$ cat src/rtl/sel_rs_if.sv
// sel_rs_if: dispatch, CDB, flush and FU issue bus of the select-FU reservation station
interface sel_rs_if #(
    parameter int TAG_W = 4
);
    logic                  flush;
    logic                  disp_valid;
    logic                  disp_ready;
    logic [7:0]            disp_operand;
    logic [1:0][TAG_W-1:0] disp_src_tag;
    logic [1:0]            disp_src_rdy;
    logic [1:0][7:0]       disp_src_val;
    logic [7:0]            disp_wbs;
    logic [7:0]            disp_flags;
    logic [TAG_W-1:0]      disp_robid;
    logic                  cdb_valid;
    logic [TAG_W-1:0]      cdb_id;
    logic [7:0]            cdb_val;
    logic                  fu_busy;
    logic                  issue_transmit;
    logic [7:0]            issue_operand;
    logic [1:0][7:0]       issue_depvals;
    logic [7:0]            issue_wbs;
    logic [7:0]            issue_flags;
    logic [TAG_W-1:0]      issue_robid;
    modport master (
        output flush, disp_valid, disp_operand, disp_src_tag, disp_src_rdy, disp_src_val,
               disp_wbs, disp_flags, disp_robid, cdb_valid, cdb_id, cdb_val, fu_busy,
        input  disp_ready, issue_transmit, issue_operand, issue_depvals, issue_wbs,
               issue_flags, issue_robid
    );
    modport slave (
        input  flush, disp_valid, disp_operand, disp_src_tag, disp_src_rdy, disp_src_val,
               disp_wbs, disp_flags, disp_robid, cdb_valid, cdb_id, cdb_val, fu_busy,
        output disp_ready, issue_transmit, issue_operand, issue_depvals, issue_wbs,
               issue_flags, issue_robid
    );
endinterface

$ cat src/rtl/sel_rs.sv
// sel_rs: select-FU reservation station; define SEL_RS_WAKEUP_ISSUE_EN to let a CDB wakeup issue in the same cycle
module sel_rs #(
    parameter int DEPTH = 4,
    parameter int TAG_W = 4
) (
    input logic     clk,
    input logic     rst_n,
    sel_rs_if.slave bus
);
    localparam int CW = $clog2(DEPTH + 1);
    localparam int IW = $clog2(DEPTH);
    typedef struct packed {
        logic [7:0]            op;
        logic [1:0][TAG_W-1:0] tag;
        logic [1:0]            rdy;
        logic [1:0][7:0]       val;
        logic [7:0]            wbs;
        logic [7:0]            flags;
        logic [TAG_W-1:0]      robid;
    } ent_t;
    typedef struct packed {
        logic [7:0]       op;
        logic [1:0][7:0]  val;
        logic [7:0]       wbs;
        logic [7:0]       flags;
        logic [TAG_W-1:0] robid;
    } iss_t;
    ent_t ent_q [DEPTH];
    ent_t ent_d [DEPTH];
    ent_t wk [DEPTH];
    ent_t new_e;
    iss_t iss_q, iss_d;
    logic [CW-1:0] count_q, count_d, base;
    logic [IW-1:0] sel;
    logic [DEPTH-1:0] vld, elig;
    logic tx_q, tx_d, found, can, go_q, go_n, accept;

    assign bus.disp_ready = count_q < CW'(DEPTH);
    assign accept = bus.disp_valid && bus.disp_ready;
    assign can = !bus.fu_busy && !tx_q && !bus.flush;
    assign go_q = can && found;
    // a fully-ready dispatch goes straight to the FU when nothing queued can issue
    assign go_n = can && !found && accept && (&new_e.rdy);
    assign base = count_q - CW'(go_q);

    always_comb begin
        new_e.op = bus.disp_operand;
        new_e.wbs = bus.disp_wbs;
        new_e.flags = bus.disp_flags;
        new_e.robid = bus.disp_robid;
        new_e.tag = bus.disp_src_tag;
        for (int s = 0; s < 2; s++) begin
            new_e.rdy[s] = bus.disp_src_rdy[s] || (bus.cdb_valid && bus.cdb_id == bus.disp_src_tag[s]);
            new_e.val[s] = bus.disp_src_rdy[s] ? bus.disp_src_val[s] : bus.cdb_val;
        end
        new_e.rdy[1] = new_e.rdy[1] || bus.disp_flags[1];
        new_e.val[1] = bus.disp_flags[1] ? 8'h00 : new_e.val[1];
    end

    always_comb begin
        sel = '0;
        found = 1'b0;
        for (int i = DEPTH - 1; i >= 0; i--) begin
            vld[i] = CW'(i) < count_q;
            wk[i] = ent_q[i];
            for (int s = 0; s < 2; s++) begin
                if (bus.cdb_valid && !ent_q[i].rdy[s] && ent_q[i].tag[s] == bus.cdb_id) begin
                    wk[i].rdy[s] = 1'b1;
                    wk[i].val[s] = bus.cdb_val;
                end
            end
`ifdef SEL_RS_WAKEUP_ISSUE_EN
            elig[i] = vld[i] && (&wk[i].rdy);
`else
            elig[i] = vld[i] && (&ent_q[i].rdy);
`endif
            found = found || elig[i];
            sel = elig[i] ? IW'(i) : sel;
        end
    end

    always_comb begin
        for (int i = 0; i < DEPTH; i++) begin
            ent_d[i] = (go_q && IW'(i) >= sel) ? wk[(i + 1) % DEPTH] : wk[i];
            ent_d[i] = (accept && !go_n && CW'(i) == base) ? new_e : ent_d[i];
        end
        count_d = bus.flush ? '0 : base + CW'(accept && !go_n);
        tx_d = go_q || go_n;
        iss_d = go_q ? {wk[sel].op, wk[sel].val, wk[sel].wbs, wk[sel].flags, wk[sel].robid} :
                go_n ? {new_e.op, new_e.val, new_e.wbs, new_e.flags, new_e.robid} : iss_q;
    end

    always_ff @(posedge clk or negedge rst_n) begin
        if (!rst_n) begin
            count_q <= '0;
            tx_q <= 1'b0;
            iss_q <= '0;
        end else begin
            count_q <= count_d;
            tx_q <= tx_d;
            iss_q <= iss_d;
        end
    end

    always_ff @(posedge clk) ent_q <= ent_d;

    assign bus.issue_transmit = tx_q;
    assign bus.issue_operand = iss_q.op;
    assign bus.issue_depvals = iss_q.val;
    assign bus.issue_wbs = iss_q.wbs;
    assign bus.issue_flags = iss_q.flags;
    assign bus.issue_robid = iss_q.robid;
endmodule
$ cat src/flat_wrapper.sv
// flat-port wrapper written by rule: the top's interface ports become plain ports
module sel_rs_flat 
#(
    parameter int DEPTH = 4,
    parameter int TAG_W = 4
)
  (clk, rst_n, bus_flush, bus_disp_valid, bus_disp_operand, bus_disp_src_tag, bus_disp_src_rdy, bus_disp_src_val, bus_disp_wbs, bus_disp_flags, bus_disp_robid, bus_cdb_valid, bus_cdb_id, bus_cdb_val, bus_fu_busy, bus_disp_ready, bus_issue_transmit, bus_issue_operand, bus_issue_depvals, bus_issue_wbs, bus_issue_flags, bus_issue_robid);
  sel_rs_if #(.TAG_W(TAG_W)) bus_i ();
  input logic clk;
  input logic rst_n;
  input wire logic [$bits(bus_i.flush)-1:0] bus_flush;
  input wire logic [$bits(bus_i.disp_valid)-1:0] bus_disp_valid;
  input wire logic [$bits(bus_i.disp_operand)-1:0] bus_disp_operand;
  input wire logic [$bits(bus_i.disp_src_tag)-1:0] bus_disp_src_tag;
  input wire logic [$bits(bus_i.disp_src_rdy)-1:0] bus_disp_src_rdy;
  input wire logic [$bits(bus_i.disp_src_val)-1:0] bus_disp_src_val;
  input wire logic [$bits(bus_i.disp_wbs)-1:0] bus_disp_wbs;
  input wire logic [$bits(bus_i.disp_flags)-1:0] bus_disp_flags;
  input wire logic [$bits(bus_i.disp_robid)-1:0] bus_disp_robid;
  input wire logic [$bits(bus_i.cdb_valid)-1:0] bus_cdb_valid;
  input wire logic [$bits(bus_i.cdb_id)-1:0] bus_cdb_id;
  input wire logic [$bits(bus_i.cdb_val)-1:0] bus_cdb_val;
  input wire logic [$bits(bus_i.fu_busy)-1:0] bus_fu_busy;
  output wire logic [$bits(bus_i.disp_ready)-1:0] bus_disp_ready;
  output wire logic [$bits(bus_i.issue_transmit)-1:0] bus_issue_transmit;
  output wire logic [$bits(bus_i.issue_operand)-1:0] bus_issue_operand;
  output wire logic [$bits(bus_i.issue_depvals)-1:0] bus_issue_depvals;
  output wire logic [$bits(bus_i.issue_wbs)-1:0] bus_issue_wbs;
  output wire logic [$bits(bus_i.issue_flags)-1:0] bus_issue_flags;
  output wire logic [$bits(bus_i.issue_robid)-1:0] bus_issue_robid;
  assign bus_i.flush = bus_flush;
  assign bus_i.disp_valid = bus_disp_valid;
  assign bus_i.disp_operand = bus_disp_operand;
  assign bus_i.disp_src_tag = bus_disp_src_tag;
  assign bus_i.disp_src_rdy = bus_disp_src_rdy;
  assign bus_i.disp_src_val = bus_disp_src_val;
  assign bus_i.disp_wbs = bus_disp_wbs;
  assign bus_i.disp_flags = bus_disp_flags;
  assign bus_i.disp_robid = bus_disp_robid;
  assign bus_i.cdb_valid = bus_cdb_valid;
  assign bus_i.cdb_id = bus_cdb_id;
  assign bus_i.cdb_val = bus_cdb_val;
  assign bus_i.fu_busy = bus_fu_busy;
  assign bus_disp_ready = bus_i.disp_ready;
  assign bus_issue_transmit = bus_i.issue_transmit;
  assign bus_issue_operand = bus_i.issue_operand;
  assign bus_issue_depvals = bus_i.issue_depvals;
  assign bus_issue_wbs = bus_i.issue_wbs;
  assign bus_issue_flags = bus_i.issue_flags;
  assign bus_issue_robid = bus_i.issue_robid;
  sel_rs #(.DEPTH(DEPTH), .TAG_W(TAG_W)) u_core (.clk(clk), .rst_n(rst_n), .bus(bus_i));
endmodule
$ cat config.mk
export PLATFORM = sky130hd
export DESIGN_NAME = sel_rs_flat
export DESIGN_NICKNAME = d
export VERILOG_FILES = /design/src/rtl/sel_rs_if.sv /design/src/rtl/sel_rs.sv /design/src/flat_wrapper.sv
export SDC_FILE = /design/constraint.sdc
export NUM_CORES = 1
export LEC_CHECK = 0
export CORE_AREA = 3 3 162 180
export DETAILED_ROUTE_END_ITERATION = 10
export DIE_AREA = 0 0 165 183
export PLACE_DENSITY = 0.78
export SYNTH_ARGS = -nofsm -noshare
export SYNTH_HDL_FRONTEND = slang
export SYNTH_SLANG_ARGS = --single-unit
$ cat constraint.sdc
create_clock -name clk -period 5.95 [get_ports clk]
set_input_delay 1.19 -clock clk [delete_from_list [all_inputs] [get_ports clk]]
set_output_delay 1.19 -clock clk [all_outputs]
set_load 0.02 [all_outputs]
==> results.json <==
{
  "finalMaxSlewViolations": 0,
  "seq_area_um2": 6970,
  "ant_nets": 0,
  "yosysSeqAreaShare": 0.465,
  "multi_input_area_um2": 7360,
  "num_io_pins": 118,
  "dieWidth_um": 165,
  "wl_per_cell_um": 24.8,
  "grt_pass1_vias": 12458,
  "tritoncts.num_buffers": 27,
  "h-tree-depth": 1,
  "synthFlopType": "edfxtp_1",
  "crit_type": "primary input to flop",
  "gp_congestion": 0.879,
  "synth.avg_cell_area_um2": 10.5,
  "p_leak_nw": 7.31,
  "hold_path_class": "flop to flop",
  "dieArea_um2": 30200,
  "hold_violations": 0,
  "coreArea_um2": 27600,
  "tightest_slew_ns": 1.16,
  "fin_cells": 1876,
  "synthTopCellsByCount": "mux2i_1 (231), nand2_1 (230), edfxtp_1 (144)",
  "synthArstFlopShare": 0.182,
  "io_buffer_count": 117,
  "num-fill-cells": 2191,
  "synthDistinctLibCells": 64,
  "tritoncts": "yes",
  "rows": 64,
  "drt-initial-drc-count": 1303,
  "num_vias": 12294,
  "ys_ff_latch": 264,
  "synth_top_area_cell": "edfxtp_1",
  "tns_ns": 0,
  "synthesis.area_um2": 15000,
  "power_density_nw_per_um2": 548,
  "timing.final.ws_setup_ns": 1.36,
  "synth.top_cell.area_share": 0.289,
  "synth_most_common_cell": "mux2i_1",
  "cts.path.max_buffers": 3,
  "setup_viol": 0,
  "ys_warn_count": 0,
  "slew-limit-headroom": 0.217,
  "cts_root_buffer": "clkbuf_16",
  "synth_edf_count": 144,
  "antenna_found_initial": 1,
  "netlist_instances": 1424,
  "holdBufCountCts": 0,
  "hpwlAfterDp_mm": 27.8,
  "cts_setup_buffers": 0,
  "track_usage": 0.300,
  "area_delta_synth_final_pct": 16.0,
  "cts_sinks": 264,
  "grt_pass1_wl_mm": 71.0,
  "viasPerCell": 6.55,
  "initial_core_util": 0.543,
  "placed_cell_area_um2": 16500,
  "drc": 0,
  "synthTopCellsByArea": "edfxtp_1 (29%), mux2i_1 (15%), dfxtp_1 (9.6%), dfrtp_1 (8.0%), mux2_2 (6.3%)",
  "wl_mm": 46.6,
  "max_clock_freq_mhz": 218,
  "rsz0062_at_grt": "false",
  "crit_required_ns": 6.19,
  "drive_gt1_frac": 0.130,
  "endpoint_kind": "flop",
  "max_cap_viol_count": 0,
  "start_kind": "primary input",
  "grt_start_max_net_pins": 63,
  "fin_skew_ns": 0.0167,
  "path_max_fanout": 54,
  "postCtsResizedCells": 0,
  "peakVddDrop_mv": 0.494,
  "post-place-cells": 1826,
  "drt-pass1-iter-count": 5,
  "finalInstanceArea_um2": 17400,
  "synth_nets": 1499,
  "timing.final.crit_share": 0.772,
  "clk_latency_ns": 0.55,
  "overflow": 0,
  "post-route-min-period_ns": 4.59,
  "status": "finished clean",
  "n_antenna_cell": 0,
  "path_clk_slew_ns": 0.06,
  "layout.nets": 1567,
  "cp.arrival_ns": 4.83,
  "die_h_um": 183,
  "post-place-ws_ns": 0.906
}
[through the flow]
| step | hold slack (ns) | total power [W] | util |
|---|---|---|---|
| detailed placement | 0.490 | 0.00774 | 0.598 |
| global route | 0.529 | 0.00994 | 0.629 |
| global placement | 0.485 | 0.00762 | 0.598 |
| finish | 0.504 | 0.00953 | 0.629 |
| CTS | 0.504 | 0.00947 | 0.629 |
| floorplan | 0.565 | 0.00629 | - |
[area by class of cell]
cell class              count  share of cell area
inverters                  62              0.0134
flip-flops and latches    264               0.401
well taps                 363              0.0261
clock buffers              40              0.0470
clock inverters            10             0.00302
repair buffers            150              0.0864
multi-input cells         987               0.423
[critical path: stages]
cell and delay [ns]:
clkdlybuf4s50_1 0.71, xor2_1 0.28, nor3_1 0.34, a311o_1 0.43, a31oi_4 0.40, nand4_1 0.29, buf_4 0.92, mux2i_1 0.23
[cell families (layout without fill, tap and decap cells)]
kind of cell,after synthesis,count (layout),synth area share
AOI/OAI and AO/OA,209,209,0.0986
xor gates and xnor gates,29,29,0.0169
adders and majority gates,3,3,0.00250
buffers and inverters,173,262,0.0500
DFF,264,264,0.465
muxes,338,338,0.241
and+or+nand+nor,408,408,0.126
[power by group]
| group | internal (W) | switching [W] | leakage [nW] | total, W |
|---|---|---|---|---|
| clock network | 0.000949 | 0.000741 | 0.429 | 0.00169 |
| logic | 0.00185 | 0.00261 | 4.32 | 0.00446 |
| registers | 0.00294 | 0.000437 | 2.56 | 0.00338 |
[state kept, by name (all words and copies together), names as in the netlist]
register and flops:
u_core.bus.issue_depvals 16, u_core.bus.issue_flags 8, u_core.bus.issue_operand 8, u_core.bus.issue_robid 4
u_core.bus.issue_transmit 1, u_core.bus.issue_wbs 8, u_core.count_q 3, u_core.ent_q 216
[path summary, 6_finish.rpt]
path	start	cells after the start	slack, ns	endpoint
worst max register to register	u_core.count_q[2]$_DFF_PN0_	7	1.89	u_core.ent_q[179]$_DFFE_PP_
worst min-delay path	u_core.bus.issue_flags[0]$_DFFE_PN0P_	1	0.50	u_core.bus.issue_flags[0]$_DFFE_PN0P_
worst max-delay path	bus_cdb_id[3]	8	1.36	u_core.ent_q[179]$_DFFE_PP_
max in group asynchronous	rst_n	2	4.58	u_core.bus.issue_depvals[10]$_DFFE_PN0P_
worst min register to register	u_core.bus.issue_flags[0]$_DFFE_PN0P_	1	0.50	u_core.bus.issue_flags[0]$_DFFE_PN0P_
min in group asynchronous	rst_n	2	0.83	u_core.bus.issue_operand[5]$_DFFE_PN0P_
[metal layers]
layer	track usage	vias up	part of all wire	routed length, um
met2	0.488	787	0.47	21900
met5	0	-	0.00036	17
li1	-	5358	-	-
met1	0.398	5997	0.39	18200
met3	0.0535	150	0.10	4690
met4	0.124	2	0.039	1830
[cell usage in the layout, fill, tap and decap left out, types with 6 or more instances in the layout]
cell type	netlist	layout
mux2_1	14	14
xor2_1	10	10
o32a_1	15	15
o21ai_1	35	34
clkdlybuf4s50_1	0	116
a221oi_1	6	6
o211ai_1	14	14
nand4_1	8	8
buf_12	0	7
o22ai_1	8	8
inv_1	60	60
mux2i_1	231	231
xnor2_1	19	19
o31ai_1	6	6
buf_4	12	26
and2_1	20	18
o21ai_0	16	16
a21oi_1	46	45
a31oi_1	13	12
edfxtp_1	144	144
dfxtp_1	72	72
nand2b_1	6	6
nor4_1	11	11
dfrtp_1	48	48
clkbuf_16	0	29
o221ai_1	16	16
and3_1	14	14
nand2_1	230	227
clkbuf_1	59	6
nor2_1	11	9
mux4_2	9	9
mux2_2	84	84
nand3_1	82	82
Note: power is estimated with default switching activity, not from simulation.
